--- src/rtl/cursor_blink_draw.sv ---
// cursor_blink_draw
//   Draws and erases a blinking cursor in the paint framebuffer. Each blink tick
//   (rising edge of CB) either shows the cursor (read the pixel under it, then
//   write the cursor colour) or hides it (write the saved pixel back). A cursor
//   move while shown restores the old pixel and redraws at the new position.
//   The block also keeps the blink timer running while it is enabled.
//
// Ports
//   clk, rst       system clock, synchronous active-high reset
//   init           enable (level)
//   hold           1 = painter owns memory, no new transactions from WAIT
//   CB             blink tick from timer (pulse, edge-detected here)
//   cursor_x/y     cursor position; cursor_color = colour drawn for the cursor
//   tmr_init/rst   control of the blink timer FSM
//   mem_*          framebuffer request/ack port, address = {y, x}
//   visible        cursor currently present in the framebuffer
//   busy           memory transaction in progress
module cursor_blink_draw #(
    parameter int X_W     = 6,
    parameter int Y_W     = 6,
    parameter int COLOR_W = 3
) (
    input  logic                 clk,
    input  logic                 rst,
    input  logic                 init,
    input  logic                 hold,
    input  logic                 CB,
    input  logic [X_W-1:0]       cursor_x,
    input  logic [Y_W-1:0]       cursor_y,
    input  logic [COLOR_W-1:0]   cursor_color,
    output logic                 tmr_init,
    output logic                 tmr_rst,
    output logic [X_W+Y_W-1:0]   mem_addr,
    output logic                 mem_rd,
    output logic                 mem_wr,
    output logic [COLOR_W-1:0]   mem_wdata,
    input  logic [COLOR_W-1:0]   mem_rdata,
    input  logic                 mem_ack,
    output logic                 visible,
    output logic                 busy
);

    localparam int A_W = X_W + Y_W;

    typedef enum logic [2:0] {
        IDLE    = 3'd0,
        WAIT    = 3'd1,
        SHOW_RD = 3'd2,
        SHOW_WR = 3'd3,
        HIDE_WR = 3'd4
    } state_t;

    state_t               state_q, state_d;
    logic                 cb_q, cb_d;
    logic                 pending_q, pending_d;
    logic [A_W-1:0]       pos_q, pos_d;
    logic [COLOR_W-1:0]   saved_q, saved_d;
    logic                 exit_q, exit_d;
    logic                 move_q, move_d;
    logic                 visible_q, visible_d;
    logic                 tmr_init_q, tmr_init_d;
    logic                 tmr_rst_q, tmr_rst_d;
    logic [A_W-1:0]       mem_addr_q, mem_addr_d;
    logic                 mem_rd_q, mem_rd_d;
    logic                 mem_wr_q, mem_wr_d;
    logic [COLOR_W-1:0]   mem_wdata_q, mem_wdata_d;
    logic                 busy_q, busy_d;

    logic                 tick;
    logic                 tick_used;
    logic [A_W-1:0]       cur_pos;

    always_comb begin
        state_d     = state_q;
        pending_d   = pending_q;
        pos_d       = pos_q;
        saved_d     = saved_q;
        exit_d      = exit_q;
        move_d      = move_q;
        visible_d   = visible_q;
        tick_used   = 1'b0;

        cb_d    = CB;
        tick    = CB & ~cb_q;
        cur_pos = {cursor_y, cursor_x};

        case (state_q)
            IDLE: begin
                if (init) begin
                    state_d = WAIT;
                end
            end
            WAIT: begin
                // Rules are prioritised: disable, then move, then blink.
                if (!hold) begin
                    if (!init) begin
                        if (visible_q) begin
                            state_d = HIDE_WR;
                            exit_d  = 1'b1;
                            move_d  = 1'b0;
                        end else begin
                            state_d = IDLE;
                        end
                    end else if (visible_q && (cur_pos != pos_q)) begin
                        state_d = HIDE_WR;
                        exit_d  = 1'b0;
                        move_d  = 1'b1;
                    end else if (tick || pending_q) begin
                        tick_used = 1'b1;
                        pending_d = 1'b0;
                        if (visible_q) begin
                            state_d = HIDE_WR;
                            exit_d  = 1'b0;
                            move_d  = 1'b0;
                        end else begin
                            state_d = SHOW_RD;
                            pos_d   = cur_pos;
                        end
                    end
                end
            end
            SHOW_RD: begin
                if (mem_ack) begin
                    saved_d = mem_rdata;
                    state_d = SHOW_WR;
                end
            end
            SHOW_WR: begin
                if (mem_ack) begin
                    visible_d = 1'b1;
                    state_d   = WAIT;
                end
            end
            HIDE_WR: begin
                if (mem_ack) begin
                    visible_d = 1'b0;
                    if (exit_q) begin
                        state_d = IDLE;
                    end else if (move_q) begin
                        // Redraw immediately at the new position.
                        state_d = SHOW_RD;
                        pos_d   = cur_pos;
                    end else begin
                        state_d = WAIT;
                    end
                end
            end
            default: begin
                state_d = IDLE;
            end
        endcase

        // A tick not consumed this cycle is remembered once; extra ticks drop.
        if (tick && !tick_used) begin
            pending_d = 1'b1;
        end

        // Outputs are registered from the next state so they are glitch-free
        // and line up with the state they describe.
        tmr_rst_d  = (state_d == IDLE);
        tmr_init_d = (state_d != IDLE);
        mem_rd_d   = (state_d == SHOW_RD);
        mem_wr_d   = (state_d == SHOW_WR) || (state_d == HIDE_WR);
        busy_d     = mem_rd_d || mem_wr_d;
        mem_addr_d = pos_d;

        mem_wdata_d = '0;
        if (state_d == SHOW_WR) begin
            // Colour is captured on entry and held for the whole request.
            mem_wdata_d = (state_q == SHOW_WR) ? mem_wdata_q : cursor_color;
        end else if (state_d == HIDE_WR) begin
            mem_wdata_d = saved_q;
        end
    end

    always_ff @(posedge clk) begin
        if (rst) begin
            state_q     <= IDLE;
            cb_q        <= 1'b0;
            pending_q   <= 1'b0;
            pos_q       <= '0;
            saved_q     <= '0;
            exit_q      <= 1'b0;
            move_q      <= 1'b0;
            visible_q   <= 1'b0;
            tmr_init_q  <= 1'b0;
            tmr_rst_q   <= 1'b1;
            mem_addr_q  <= '0;
            mem_rd_q    <= 1'b0;
            mem_wr_q    <= 1'b0;
            mem_wdata_q <= '0;
            busy_q      <= 1'b0;
        end else begin
            state_q     <= state_d;
            cb_q        <= cb_d;
            pending_q   <= pending_d;
            pos_q       <= pos_d;
            saved_q     <= saved_d;
            exit_q      <= exit_d;
            move_q      <= move_d;
            visible_q   <= visible_d;
            tmr_init_q  <= tmr_init_d;
            tmr_rst_q   <= tmr_rst_d;
            mem_addr_q  <= mem_addr_d;
            mem_rd_q    <= mem_rd_d;
            mem_wr_q    <= mem_wr_d;
            mem_wdata_q <= mem_wdata_d;
            busy_q      <= busy_d;
        end
    end

    assign tmr_init  = tmr_init_q;
    assign tmr_rst   = tmr_rst_q;
    assign mem_addr  = mem_addr_q;
    assign mem_rd    = mem_rd_q;
    assign mem_wr    = mem_wr_q;
    assign mem_wdata = mem_wdata_q;
    assign visible   = visible_q;
    assign busy      = busy_q;

endmodule

--- config.mk ---
export PLATFORM = sky130hd
export DESIGN_NAME = cursor_blink_draw
export DESIGN_NICKNAME = d
export VERILOG_FILES = /design/src/rtl/cursor_blink_draw.sv
export SDC_FILE = /design/constraint.sdc
export NUM_CORES = 1
export LEC_CHECK = 0
export ABC_AREA = 1
export CAP_MARGIN = 20
export CORE_MARGIN = 2
export CORE_UTILIZATION = 46
export DETAILED_ROUTE_END_ITERATION = 12
export HOLD_SLACK_MARGIN = 0.1
export PLACE_DENSITY = 0.87
export RECOVER_POWER = 100
export SLEW_MARGIN = 15
export SYNTH_ARGS = -nofsm -noshare
export SYNTH_HDL_FRONTEND = slang
export SYNTH_SLANG_ARGS = --single-unit
--- constraint.sdc ---
create_clock -name clk -period 1.7 [get_ports clk]
set_input_delay 0.17 -clock clk [delete_from_list [all_inputs] [get_ports clk]]
set_output_delay 0.17 -clock clk [all_outputs]
set_load 0.05 [all_outputs]
=== Word level (Yosys, flattened, before mapping) ===
Index checks and enable logic that the tools add are counted.

* Register bits: 31
* Latch bits: 0
* RAM bits: 0
* Bits in read-only memories: 0
* Input port bits: 24
* Output and inout port bits: 21
* Logic and storage cells: 108
* Memories: 0

* Add/subtract/negate cells: 0
* Multipliers: 0
* Divide/modulo/power cells: 0
* Order comparisons: 0
* Eq/ne operators: 22
* Shifts and indexed selects: 0
* Multiplexer cells: 48
* Bitwise gates (word level): 3
* Reductions and logical operators: 21

{| class="wikitable"
|+ Operators with widths
! cell !! count
|-
| two-way mux 12 bit || 8
|-
| two-way mux 3 bit || 13
|-
| case mux 12 bit (2 select lines) || 1
|-
| two-way mux 1 bit || 22
|-
| != test 2 bit, second input constant || 10
|-
| case mux 3 bit (5 select lines) || 1
|-
| == test 3 x 2 -> 1 bit, second input constant || 4
|-
| != test 12 bit || 1
|-
| nonzero test 2 bit || 6
|-
| AND reduction 5 bit || 2
|-
| AND reduction 9 bit || 1
|-
| == test 3 bit, second input constant || 2
|-
| logical NOT 3 bit || 2
|-
| AND reduction 3 bit || 2
|-
| two-way mux 2 bit || 2
|-
| != test 2 x 1 -> 1 bit, second input constant || 2
|-
| == test 3 x 1 -> 1 bit, second input constant || 1
|-
| logical OR 1 bit || 3
|-
| != test 3 x 1 -> 1 bit, second input constant || 1
|-
| != test 3 bit, second input constant || 1
|-
| nonzero test 3 bit || 1
|-
| logical AND 1 bit || 2
|-
| NOT 1 bit || 2
|-
| case mux 1 bit (2 select lines) || 1
|-
| other kinds (3) || 3
|}

=== Logic depth before layout (Yosys ltp) ===
Gate-level depths: netlist of the first run.

* Word-level depth: 12
* Mapped depth: 15
* Depth with buffers taken out: 15

=== Least setup slack after synthesis of the first run ===
No wires, ideal clock.

* Kind: register to register
* Start point: reg, netlist name mem_addr[10]
* End point: reg tmr_rst_q, in the netlist tmr_rst
* Setup time: 0.112 ns
* Arrival: 1.636 ns
* Data required time: 1.588 ns
* Setup slack: -0.048 ns
* Stages on the path, launching flop included: 13
* Period minus slack after synthesis: 1.748 ns
* Cell sequence: dfxtp_1 > xnor2_1 > nand2_1 > nor2_1 > nand3_1 > nand2_1 > nand3_2 > nand2_1 > nand2_1 > nand2_2 > nor2_2 > a21oi_2 > inv_2

{| class="wikitable"
|+ RTL lines
! element !! line !! text
|-
| end signal, assigned || 203 || <nowiki>tmr_rst_q <= tmr_rst_d;</nowiki>
|-
| end, declared || 62 || <nowiki>logic tmr_rst_q, tmr_rst_d;</nowiki>
|}

=== Final worst setup path of the first run ===
* Start point: reg mem_addr_q[11], in the netlist mem_addr[11]
* End point: out mem_addr[11]

{| class="wikitable"
|+ RTL lines
! element !! line !! text
|-
| start, declared || 63 || <nowiki>logic [A_W-1:0] mem_addr_q, mem_addr_d;</nowiki>
|-
| start signal, assigned || 204 || <nowiki>mem_addr_q <= mem_addr_d;</nowiki>
|-
| end, declared || 33 || <nowiki>output logic [X_W+Y_W-1:0] mem_addr,</nowiki>
|}

No word-level cell between the ends.

==> impl_metrics.py, run 1 <==
metrics = {
    "finish": {
        "diodes": 0,
        "final_cells": 329,
        "synthToLayoutAreaGrowth_pct": 44.2,
        "seq_area_sq_um": 634,
        "drive_gt1_frac": 0.225,
        "fillers": 265,
        "finalInstanceArea_sq_um": 2170,
        "multi_input_area_sq_um": 729,
        "post-route-util": 0.704,
        "fin_nets": 308,
    },
    "sta": {
        "final.setup_skew_ns": 0.0141,
        "worst_slew_pin_slew_ns": 0.613,
        "slew_headroom": 0.593,
        "timing.final.max_slew_violations": 0,
        "fmax_ghz": 0.598,
        "setup_ws_ns": 0.0283,
        "setup_viol": 0,
        "finalCriticalPeriod_ns": 1.67,
        "period_share": 0.983,
        "finalHoldViolations": 0,
    },
    "run_status": {
        "status": "finished, final reports clean",
    },
    "power": {
        "seqPwrFrac": 0.482,
        "switching_share": 0.288,
        "powerDensity_nw_per_um2": 734,
        "ir_drop_mv": 0.505,
        "pwr-share-comb": 0.202,
        "total_power_mw": 1.59,
        "p_sw_mw": 0.457,
        "pwr-share-clk": 0.316,
        "leakage_nw": 0.990,
        "p_int_mw": 1.13,
    },
    "worst_setup_path": {
        "startpoint": "mem_addr[11]",
        "slowest_stage": "clkdlybuf4s50_1",
        "worstSetupPathType": "register to output port",
        "worstPathArrival_ns": 1.50,
        "slowest_delay_ns": 0.80,
        "rr_endpoint": "tmr_rst",
        "critPathCaptureType": "output port",
        "path_delay_family": "buffers and inverters",
        "startpoint_type": "register",
        "cp_num_buf_inv": 1,
        "reg2reg_slack_ns": 0.12,
        "critPathRequiredTime_ns": 1.53,
        "path_max_fanout": 3,
        "crit_chain": "clkdlybuf4s50_1",
        "rr_worst_depth": 12,
        "r2r-start": "mem_addr[7]",
    },
    "floorplanning": {
        "core_area_sq_um": 3080,
        "start_util": 0.488,
        "die_h_um": 61.2,
        "rows": 20,
        "dieArea_sq_um": 3740,
        "fp.dieW_um": 61.2,
        "pin_count": 45,
    },
    "cts": {
        "clock-sinks": 31,
        "clk_pin_slew_ns": 0.10,
        "root_buffer": "clkbuf_4",
        "clk_latency_ns": 0.34,
        "cts_tree": "built",
        "h-tree-depth": 2,
        "clockBufferDepth": 2,
        "postCtsHoldBufs": 0,
        "numCtsBuffers": 5,
    },
    "hold_path": {
        "min_to": "saved_q[2]",
        "min_from": "mem_rdata[2]",
        "worstHoldPathType": "input pin to register",
        "hold_depth": 3,
    },
    "routing": {
        "ant_nets": 0,
        "viasPerCell": 4.79,
        "routed_wl_um": 3730,
        "drc": 0,
        "vias": 1576,
        "drt_pass1_iterations": 4,
        "drt_iter0_markers": 56,
        "avgRoutedWirePerCell_um": 11.3,
    },
    "placed_design": {
        "dp_hpwl_um": 2710,
        "placedCellCount": 320,
        "placed_area_sq_um": 2110,
        "io_buffers": 44,
        "globalplace.congestion": 0.889,
        "post-place-ws_ns": -0.263,
    },
    "global_route": {
        "grt_pass1_wl_um": 5960,
        "antenna_found_initial": 0,
        "track_usage": 0.218,
        "first_global_vias": 1452,
        "grt_max_degree": 22,
        "grt-ovfl-total": 0,
    },
    "logic_synthesis": {
        "synth_area_leaders": "dfxtp_1 41%, nand2_1 12%, inv_1 9.0%",
        "synth_common_cells": "47 x nand2_1, 36 x inv_1, 31 x dfxtp_1",
        "yosysMostFrequentCell": "nand2_1",
        "synth_top_area_share": 0.413,
        "synth-async-reset-ratio": 0,
        "yosysUniqueCellTypes": 22,
        "synthFlopType": "dfxtp_1",
        "syn_nets": 243,
        "synth_enable_flop_cells": 0,
        "ys_ff_latch": 31,
        "avgSynthCellArea_sq_um": 6.86,
        "synth_top_area_cell": "dfxtp_1",
        "netlist_instances": 219,
        "yosysSeqAreaShare": 0.413,
        "synth_area_sq_um": 1500,
        "yosysWarnings": 0,
    },
    "job": {
        "drv_cap": 0,
    },
}
## power groups by stage
stage          Combinational (mW)  Clock, mW  Sequential (mW)
2_1_floorplan               0.115          0            0.842
3_3_place_gp                0.311          0            0.782
3_5_place_dp                0.317          0            0.783
4_1_cts                     0.320      0.510            0.766
5_1_grt                     0.350      0.540            0.769
6_report                    0.321      0.503            0.766
## layout make-up
cell class / count / share of cell area
multi-input combinational: 142 / 0.337
inverter: 41 / 0.0710
timing repair buffer: 63 / 0.241
clock buffer: 7 / 0.0300
clock inverter: 1 / 0.00346
sequential: 31 / 0.293
tap: 44 / 0.0254
## flip-flops by register name (all words and copies together) (netlist names)
signal	count
busy	1
cb_q	1
exit_q	1
mem_addr	12
mem_rd	1
mem_wdata	3
mem_wr	1
move_q	1
pending_q	1
saved_q	3
state_q	3
tmr_init	1
tmr_rst	1
visible	1
## kinds of logic after synthesis
logic type | count (synthesis) | share of synthesized area
AO/OA/AOI/OAI | 34 | 0.117
XOR/XNOR | 4 | 0.0233
buffers and inverters | 46 | 0.125
flip-flops | 31 | 0.413
AND/OR/NAND/NOR | 104 | 0.321
## cells in the final DEF (no fill, tap or decap), types with 2 or more instances in the layout
cell              n
nand2_1          46
dfxtp_2          11
clkbuf_4          5
nor2_1           26
clkbuf_1         10
nand2_2           3
nor3_1            5
nand3_1           8
inv_1            35
a21oi_1          11
xnor2_1           4
o21ai_1           7
buf_4            18
dfxtp_1          20
clkdlybuf4s50_1  34
o21ai_0          13
nor2_2            7
nor3_4            2
clkbuf_8          2
inv_2             6
nand3_2           3
## per-stage QoR
step | hold WS (ns) | TNS, ns
final | 0.410 | 0
after global routing | 0.436 | -0.328
after CTS | 0.405 | 0
after detailed placement | 0.467 | -4.07
after global placement | 0.460 | -2.80
after floorplan | 0.295 | 0
## how the worst max path moves through the flow
stage,end,slack [ns],cells after the start
after floorplan,tmr_rst,0.13,12
final,mem_addr[11],0.03,1
after global placement,mem_addr[11],-0.18,10
after CTS,mem_addr[11],0.003,8
after detailed placement,mem_addr[11],-0.26,10
after global routing,tmr_init,-0.06,12
## per-layer routing
metal,up-vias,track usage,share of wire
met4,0,0.0901,0.035
met1,715,0.233,0.40
met3,12,0.0567,0.045
met5,-,0,0
li1,806,-,-
met2,43,0.403,0.52
## what timing repair did
item | 4_1_cts | 5_1_grt
resized for setup | 1 | 18
setup buffers | 0 | 1
pin swaps | 0 | 6
setup endpoints to repair | 1 | 29
Note: power is estimated with default switching activity, not from simulation.
==> run 2, diff against run 1 <==
--- a/config.mk
+++ b/config.mk
@@ -5,13 +5,12 @@
 export SDC_FILE = /design/constraint.sdc
 export NUM_CORES = 1
 export LEC_CHECK = 0
-export ABC_AREA = 1
 export CAP_MARGIN = 20
 export CORE_MARGIN = 2
 export CORE_UTILIZATION = 46
 export DETAILED_ROUTE_END_ITERATION = 12
 export HOLD_SLACK_MARGIN = 0.1
-export PLACE_DENSITY = 0.87
+export PLACE_DENSITY = 0.88
 export RECOVER_POWER = 100
 export SLEW_MARGIN = 15
 export SYNTH_ARGS = -nofsm -noshare
==> impl_metrics.py, run 2 <==
metrics = {
    "cts": {
        "clock-sinks": 31,
        "numCtsBuffers": 5,
        "h-tree-depth": 2,
        "clockBufferDepth": 2,
        "postCtsHoldBufs": 0,
        "clk_latency_ns": 0.35,
        "clk_pin_slew_ns": 0.09,
        "cts_tree": "built",
        "root_buffer": "clkbuf_4",
    },
    "placed_design": {
        "io_buffers": 44,
        "dp_hpwl_um": 2860,
        "post-place-ws_ns": -0.411,
        "globalplace.congestion": 0.905,
        "placed_area_sq_um": 2140,
    },
    "hold_path": {
        "worstHoldPathType": "input pin to register",
    },
    "logic_synthesis": {
        "synth_top_area_share": 0.429,
        "ys_ff_latch": 31,
        "synth_enable_flop_cells": 0,
        "yosysMostFrequentCell": "dfxtp_1",
        "syn_nets": 190,
        "avgSynthCellArea_sq_um": 8.71,
        "netlist_instances": 166,
        "yosysWarnings": 0,
        "yosysSeqAreaShare": 0.429,
        "synth_area_leaders": "dfxtp_1 43%, xnor2_1 7.3%, a21oi_1 6.2%",
        "synth-async-reset-ratio": 0,
        "synth_common_cells": "31 x dfxtp_1, 20 x nand2_1, 18 x a21oi_1",
        "synth_top_area_cell": "dfxtp_1",
        "yosysUniqueCellTypes": 36,
        "synthFlopType": "dfxtp_1",
        "synth_area_sq_um": 1450,
    },
    "worst_setup_path": {
        "worstSetupPathType": "register to register",
        "path_max_fanout": 5,
        "startpoint_type": "register",
        "critPathRequiredTime_ns": 1.97,
        "critPathCaptureType": "register",
        "worstPathArrival_ns": 2.33,
    },
    "sta": {
        "fmax_ghz": 0.486,
        "rsz0062_at_grt": "true",
        "final.setup_skew_ns": 0.00952,
        "finalHoldViolations": 0,
        "timing.final.max_slew_violations": 0,
        "setup_viol": 23,
        "worst_slew_pin_slew_ns": 0.973,
        "slew_headroom": 0.351,
        "finalCriticalPeriod_ns": 2.06,
        "holdWs_ns": 0.405,
        "period_share": 1.21,
        "setup_ws_ns": -0.357,
    },
    "global_route": {
        "grt-ovfl-total": 0,
        "grt_pass1_wl_um": 6540,
        "grt_max_degree": 22,
        "track_usage": 0.249,
        "antenna_found_initial": 0,
        "first_global_vias": 1475,
    },
    "finish": {
        "final_cell_mix": "30 x buf_4, 28 x clkdlybuf4s50_1, 17 x clkbuf_1",
        "fin_nets": 269,
        "fillers": 193,
        "diodes": 0,
        "largest_reg_flops": 12,
        "mostFrequentLayoutCell": "buf_4",
        "finalInstanceArea_sq_um": 2430,
        "drive_gt1_frac": 0.411,
        "synthToLayoutAreaGrowth_pct": 67.9,
    },
    "routing": {
        "drt_pass1_iterations": 4,
        "avgRoutedWirePerCell_um": 18.5,
        "vias": 1642,
        "drt_iter0_markers": 101,
        "viasPerCell": 5.66,
        "ant_nets": 0,
        "routed_wl_um": 5370,
        "drc": 0,
    },
    "floorplanning": {
        "dieArea_sq_um": 3610,
        "start_util": 0.478,
        "die_h_um": 60.1,
        "fp.dieW_um": 60.1,
        "rows": 20,
        "pin_count": 45,
        "core_area_sq_um": 3030,
    },
    "run_status": {
        "violations": "negative setup slack",
        "status": "complete, but fails checks",
    },
    "job": {
        "drv_cap": 0,
    },
    "power": {
        "powerDensity_nw_per_um2": 625,
        "ir_drop_mv": 0.578,
        "leakage_nw": 0.845,
    },
}
run 2: changes by cell type in the layout (fill, tap and decap cells not counted), sizes merged, moves of 8 or more:
cell,delta
buf,+17
clkbuf,+8
inv,-40
nand2,-30
nor2,-23
o21ai,-19
xnor2,+8
run 2: timing repair:
item | in CTS | in global routing
gates cloned | 0 | 2
endpoints found under the hold margin | 0 | 0
endpoints found under the setup margin | 22 | 27
pin swaps | 2 | 23
buffers inserted | 2 | 4
resized for setup | 5 | 52
run 2: layout make-up:
class	instances	area, sq um	share of cell area
multi-input cells	125	983	0.405
well taps	44	55.1	0.0227
clock buffers	7	55.1	0.0227
repair buffers	81	659	0.272
inverters	1	3.75	0.00155
clock inverters	1	5.00	0.00206
flip-flops and latches	31	667	0.275
run 2: layer usage:
metal	wire, um	track usage	vias to the layer above
li1	-	-	765
met1	2230	0.295	777
met2	2580	0.408	80
met3	401	0.0736	20
met4	157	0.117	0
met5	0	0	-
run 2: power breakdown:
group	internal, mW	switching (mW)
combinational	0.145	0.167
clock	0.200	0.262
sequential	0.732	0.0137
total	1.08	0.442
run 2: through the flow:
step / cells / power (mW) / setup TNS (ns) / utilization
final: 290 / 1.52 / -4.71 / 0.802
after global routing: 290 / 1.59 / -6.64 / 0.802
after CTS: 284 / 1.48 / -1.88 / 0.737
after detailed placement: 274 / 1.03 / -7.23 / 0.707
after global placement: 274 / 1.03 / -7.12 / 0.707
after floorplan: 166 / 0.904 / -1.41 / -
run 2: critical path, stage by stage, from the launching register on:
cell	delay, ns
dfxtp_2	0.36
or3b_4	0.39
or4b_4	0.54
nor4_4	0.18
buf_4	0.18
o211ai_1	0.11
a31oi_1	0.22
run 2: kinds of logic (layout without fill, tap and decap cells):
kind of cell,Yosys count,in the layout,synth area share
AND/OR/NAND/NOR,70,70,0.266
AO/OA/AOI/OAI,39,39,0.172
flip-flops,31,31,0.429
XOR/XNOR,12,12,0.0727
buffers and inverters,10,90,0.0320
multiplexers,4,4,0.0277
run 2: path summary, 6_finish.rpt:
| check | startpoint | end | slack (ns) | cells after the start |
|---|---|---|---|---|
| setup / recovery | state_q[2] | mem_wdata[1] | -0.36 | 6 |
| hold / removal | CB | cb_q | 0.41 | 2 |
| setup reg to reg | state_q[2] | mem_wdata[1] | -0.36 | 6 |
| hold reg to reg | mem_addr[0] | mem_addr[0] | 0.50 | 2 |
==> run 3, diff against run 2 <==
--- a/config.mk
+++ b/config.mk
@@ -5,6 +5,7 @@
 export SDC_FILE = /design/constraint.sdc
 export NUM_CORES = 1
 export LEC_CHECK = 0
+export ABC_AREA = 0
 export CAP_MARGIN = 20
 export CORE_MARGIN = 2
 export CORE_UTILIZATION = 46
==> results of run 3 <==
Same layout as run 2: the final DEF is identical, and so are final timing and power.
